File: src/rtl/diaosi_types_pkg.sv
// Shared types for the memory arbiter: arbitration states and the
// default anti-starvation limit.
package diaosi_types_pkg;

  typedef enum logic [1:0] {
    IDLE  = 2'd0,
    I_ACC = 2'd1,
    D_ACC = 2'd2
  } arb_state_t;

  localparam int unsigned ARB_STARVE_LIMIT = 4;
  localparam int unsigned ARB_CNT_W        = 3;

endpackage

File: src/rtl/arb_starve_ctr.sv
// Saturating count of data-side grants taken while the icache waits;
// raises force_i once the limit is reached so the icache wins next.
module arb_starve_ctr
  import diaosi_types_pkg::*;
#(
  parameter int unsigned STARVE_LIMIT = ARB_STARVE_LIMIT
) (
  input  logic CLK,
  input  logic nRST,
  input  logic iREN,
  input  logic grant_d,
  input  logic grant_i,
  output logic force_i
);

  logic [ARB_CNT_W-1:0] cnt;

  always_ff @(posedge CLK or negedge nRST) begin
    if (!nRST) begin
      cnt <= '0;
    end else if (!iREN || grant_i) begin
      cnt <= '0;
    end else if (grant_d && (cnt != '1)) begin
      cnt <= cnt + 1'b1;
    end
  end

  assign force_i = iREN && (32'(cnt) >= STARVE_LIMIT);

endmodule

File: src/rtl/mem_arbiter.sv
// Shares one RAM port between icache and dcache; data side wins by default.
// Define ARB_STARVE_GUARD_EN to bound how long a pending icache read can wait.
module mem_arbiter
  import diaosi_types_pkg::*;
#(
`ifdef ARB_STARVE_GUARD_EN
  parameter int unsigned STARVE_LIMIT = ARB_STARVE_LIMIT
`endif
) (
  input  logic        CLK,
  input  logic        nRST,
  input  logic        iREN,
  input  logic [31:0] iaddr,
  output logic        iwait,
  output logic [31:0] iload,
  input  logic        dREN,
  input  logic        dWEN,
  input  logic [31:0] daddr,
  input  logic [31:0] dstore,
  output logic        dwait,
  output logic [31:0] dload,
  output logic        ramREN,
  output logic        ramWEN,
  output logic [31:0] ramaddr,
  output logic [31:0] ramstore,
  input  logic [31:0] ramload,
  input  logic        ramready
);

  arb_state_t state, next_state;
  logic       force_i;

`ifdef ARB_STARVE_GUARD_EN
  logic grant_d, grant_i;

  assign grant_d = (state == IDLE) && (next_state == D_ACC);
  assign grant_i = (state == IDLE) && (next_state == I_ACC);

  arb_starve_ctr #(
    .STARVE_LIMIT(STARVE_LIMIT)
  ) u_starve (
    .CLK    (CLK),
    .nRST   (nRST),
    .iREN   (iREN),
    .grant_d(grant_d),
    .grant_i(grant_i),
    .force_i(force_i)
  );
`else
  assign force_i = 1'b0;
`endif

  always_ff @(posedge CLK or negedge nRST) begin
    if (!nRST) state <= IDLE;
    else       state <= next_state;
  end

  always_comb begin
    next_state = state;
    case (state)
      IDLE: begin
        if (force_i)           next_state = I_ACC;
        else if (dREN || dWEN) next_state = D_ACC;
        else if (iREN)         next_state = I_ACC;
      end
      I_ACC: begin
        if (ramready || !iREN) next_state = IDLE;
      end
      D_ACC: begin
        if (ramready || !(dREN || dWEN)) next_state = IDLE;
      end
      default: next_state = IDLE;
    endcase
  end

  // Strobes decode straight from state so an async reset drops them at once.
  always_comb begin
    iwait    = 1'b1;
    dwait    = 1'b1;
    iload    = '0;
    dload    = '0;
    ramREN   = 1'b0;
    ramWEN   = 1'b0;
    ramaddr  = '0;
    ramstore = '0;
    case (state)
      I_ACC: begin
        ramREN  = 1'b1;
        ramaddr = iaddr;
        if (ramready) begin
          iwait = 1'b0;
          iload = ramload;
        end
      end
      D_ACC: begin
        ramaddr = daddr;
        if (dWEN) begin
          ramWEN   = 1'b1;
          ramstore = dstore;
        end else begin
          ramREN = 1'b1;
        end
        if (ramready) begin
          dwait = 1'b0;
          if (!dWEN) dload = ramload;
        end
      end
      default: ;
    endcase
  end

endmodule

File: config.mk
export PLATFORM = sky130hd
export DESIGN_NAME = mem_arbiter
export DESIGN_NICKNAME = d
export VERILOG_FILES = /design/src/rtl/diaosi_types_pkg.sv /design/src/rtl/arb_starve_ctr.sv /design/src/rtl/mem_arbiter.sv
export SDC_FILE = /design/constraint.sdc
export NUM_CORES = 1
export LEC_CHECK = 0
export ABC_AREA = 1
export BUFFER_PORTS_ARGS = -buffer_cell sky130_fd_sc_hd__buf_2
export CAP_MARGIN = 20
export CORE_AREA = 2 2 104 106
export DETAILED_ROUTE_END_ITERATION = 7
export DIE_AREA = 0 0 106 108
export PLACE_DENSITY = 0.59
export SYNTH_ARGS = -nofsm -noshare
export SYNTH_HDL_FRONTEND = slang
export SYNTH_SLANG_ARGS = --single-unit
File: constraint.sdc
create_clock -name CLK -period 2.25 [get_ports CLK]
set_input_delay 0.5625 -clock CLK [delete_from_list [all_inputs] [get_ports CLK]]
set_output_delay 0.5625 -clock CLK [all_outputs]
set_load 0.05 [all_outputs]
==> implementation parameters <==
Parameter                              Value

Clock network
  CTS Hold Bufs ... 0
  Worst skew pair latency ... between 0.2 and 0.25 ns
  Clock transition time at the flip-flop clock pins of the worst setup and hold paths ... ~0.030 ns
  Post CTS Setup Buffer Count ... 0
  Max H-tree Level ... 1
  Num CTS Buffers ... 3
  Clock tree from TritonCTS ... built
  Library cell used as clock root buffer ... sky130_fd_sc_hd__clkbuf_8
  Clock net sink count ... 2
  Maximum buffer depth of the clock tree ... 2

Detailed routing
  Total wirelength of the detailed-routed design ... 8363 um
  Vias after detailed routing ... 2,833
  DRC ... 0
  Number of design-rule violations left by the first detailed-router iteration ... between 100 and 150
  Detailed Routing Iterations Pass 1 ... 4
  Drt via density ... around 4
  Routed length per instance ... about 12 um
  Final ANT Viol Nets ... 0

STA
  Setup tns final ... 0 ns
  Transition time at the pin with the least slew margin ... about 0.31 ns
  Minimum clock period after layout ... around 2.2 ns
  Setup-failing EPs final ... 0
  Part of the cycle the worst path needs ... 97.12%
  Maximum frequency from static timing analysis ... 0.4576 GHz
  Final Max Tran Viols ... 0
  Worst Skew ... about 0.0056 ns
  Hold Vio Cnt, Final ... 0
  Normalized max-slew margin ... between 70% and 80%

Floorplan
  # IOs ... 266
  Starting density of the core ... a little under a fifth
  Area of the core region ... approximately 0.010 mm^2
  Std-Cell Rows ... 37
  Total Die Area ... roughly 0.011 mm^2
  Die Width ... between 100 and 150 um
  Vertical die dimension ... ~110 um

Logic synthesis
  Flip-flop cell with the highest count after synthesis ... sky130_fd_sc_hd__dfrtp_1
  Most area-consuming cells after synthesis ... sky130_fd_sc_hd__nor3_2, sky130_fd_sc_hd__inv_1, sky130_fd_sc_hd__nand2_1, sky130_fd_sc_hd__a21oi_1, sky130_fd_sc_hd__buf_12
  Fraction of registers with async set or reset after synthesis ... 100.0%
  Dominant cell by count in the synthesized netlist ... sky130_fd_sc_hd__inv_1
  Ranking of synthesized cells by instance count ... sky130_fd_sc_hd__inv_1, sky130_fd_sc_hd__nand2_1, sky130_fd_sc_hd__nor3_2, sky130_fd_sc_hd__nor2_1, sky130_fd_sc_hd__a21oi_1
  Summed instance area of the synthesized netlist ... about 0.0019 mm^2
  Fraction of synthesized cell area taken by the top area cell type ... 29.61%
  Warnings, synthesis ... 0
  Synth Register Bits ... 2
  Instance count of the mapped netlist ... 320
  Yosys top cell by area ... sky130_fd_sc_hd__nor3_2
  Yosys cell types ... 18
  Share of the yosys chip area belonging to registers ... 2.644%
  Count of flip-flops with a built-in enable after synthesis ... 0
  Mean cell area of the mapped netlist ... 5.916 um^2
  Number of nets produced by synthesis ... between 400 and 500

Placement
  DPL Wire Length ... 6490 um
  Routability cong. ... around 0.75
  Cell area reported after detailed placement ... about 0.0034 mm^2
  Input/output buffers ... about 270

Pwr
  Total Power ... ~3.2 mW
  Power density over the cells ... 838.1 mW/mm^2
  Leak pwr ... around 2.2 nW
  Worst vdd ir ... 438.1 uV

Finish
  Max reg flops ... 2
  Share of layout cells above drive strength 1 ... about two thirds
  Largest register by flop count ... state
  Non-Filler Cell Area, Final ... roughly 0.0038 mm^2
  Number of nets in the finished design ... 718
  Area delta synth->final ... 101.4%
  Utilization after layout ... roughly 37%
  Number of fill cells in the layout ... 1,119
  Antenna diode instance count ... 0
  Registers with the most flip-flops ... state: 2 flops

Setup path
  Arrival time at the worst endpoint ... roughly 1.6 ns
  End of the worst register-to-register path ... state[1]
  Reg2reg setup slack ... 0.86 ns
  Count of cells along the worst register-to-register path ... 7
  Data required time at the worst endpoint ... 1.69 ns
  Category of the critical setup timing path ... reg2out
  Startpoint of the lowest-slack register-to-register path ... state[0]
  Worst Setup End Kind ... primary output
  Launching element type of the critical path ... flip-flop
  Critical Path Fanout Max ... 32

Run
  Total of max-cap violations ... 0

Global route
  Antenna violations before repair ... 0
  Total grt overflow ... 0
  Pin count of the biggest net entering global routing ... 43
  Total GRT Usage ... 12.40%
  Number of global-route vias before repair ... 2,584
  Wire length of the first global-routing pass ... 11,630 um

Run status
  Outcome ... completed

Hold path
  Hold crit path type ... in2async
## cells in the final DEF (no fill, tap or decap), drive strengths merged
| master | instances |
|---|---|
| nor2 | 34 |
| clkinv | 1 |
| clkbuf | 27 |
| nand3 | 4 |
| nand4 | 2 |
| buf | 257 |
| dfrtp | 2 |
| nand2 | 74 |
| inv | 74 |
| ha | 5 |
| a21oi | 33 |
| nor3 | 64 |
## what timing repair did
item / CTS / global route
setup endpoints to repair: 49 / 128
gates cloned: 0 / 3
gates resized for setup: 49 / 82
## per-layer routing
metal,global-route usage [%],up-vias,part of all wire (%)
met2,24.10,148,52
li1,-,1481,-
met5,0,-,0
met1,13.31,1200,39
met3,3.617,4,8.4
met4,2.444,0,0.66
## per-stage QoR
step	setup WS (ns)	std cells	hold WS, ns
final	0.06483	713	0.1301
after global routing	-0.01672	713	0.1320
after detailed placement	0.1982	707	0.3539
after floorplan	-0.1556	320	0.2669
after global placement	0.2006	707	0.3576
after CTS	0.000007883	710	0.1256
## worst max path at each step
| stage | from | to |
|---|---|---|
| finish | state[0] | ramstore[14] |
| global route | state[0] | dload[25] |
| CTS | state[0] | ramstore[28] |
| detailed placement | state[0] | ramaddr[8] |
| global placement | state[0] | ramaddr[29] |
| floorplan | ramready | iload[0] |
## critical path: stages (launching register included)
cell and delay, ns:
sky130_fd_sc_hd__dfrtp_2 0.43, sky130_fd_sc_hd__inv_2 0.10, sky130_fd_sc_hd__ha_4 0.20, sky130_fd_sc_hd__nand2_1 0.06, sky130_fd_sc_hd__buf_4 0.23, sky130_fd_sc_hd__nor2_1 0.11, sky130_fd_sc_hd__buf_2 0.26
## power by group
group	leakage [nW]	internal (mW)	switching (mW)
Sequential	0.0231	0.0501	0.0182
Combinational	2.13	0.901	2.08
Clock	0.0216	0.113	0.0316
## cell type report
type	count	area [um^2]	area share [%]
Tap cell	136	170.2	4.463
Sequential cell	2	52.55	1.378
Inverter	75	282.8	7.417
Timing Repair Buffer	281	1829	47.98
Clock buffer	3	41.29	1.083
Multi-Input combinational cell	216	1436	37.68
## logic make-up after synthesis
family                     Yosys count  share of synthesized area, %
AOI/OAI and AO/OA                   33                         8.724
adders and majority gates            5                         3.305
buffers and inverters              102                         27.96
DFF                                  2                         2.644
and+or+nand+nor                    178                         57.37
Note: power is estimated with default switching activity, not from simulation.
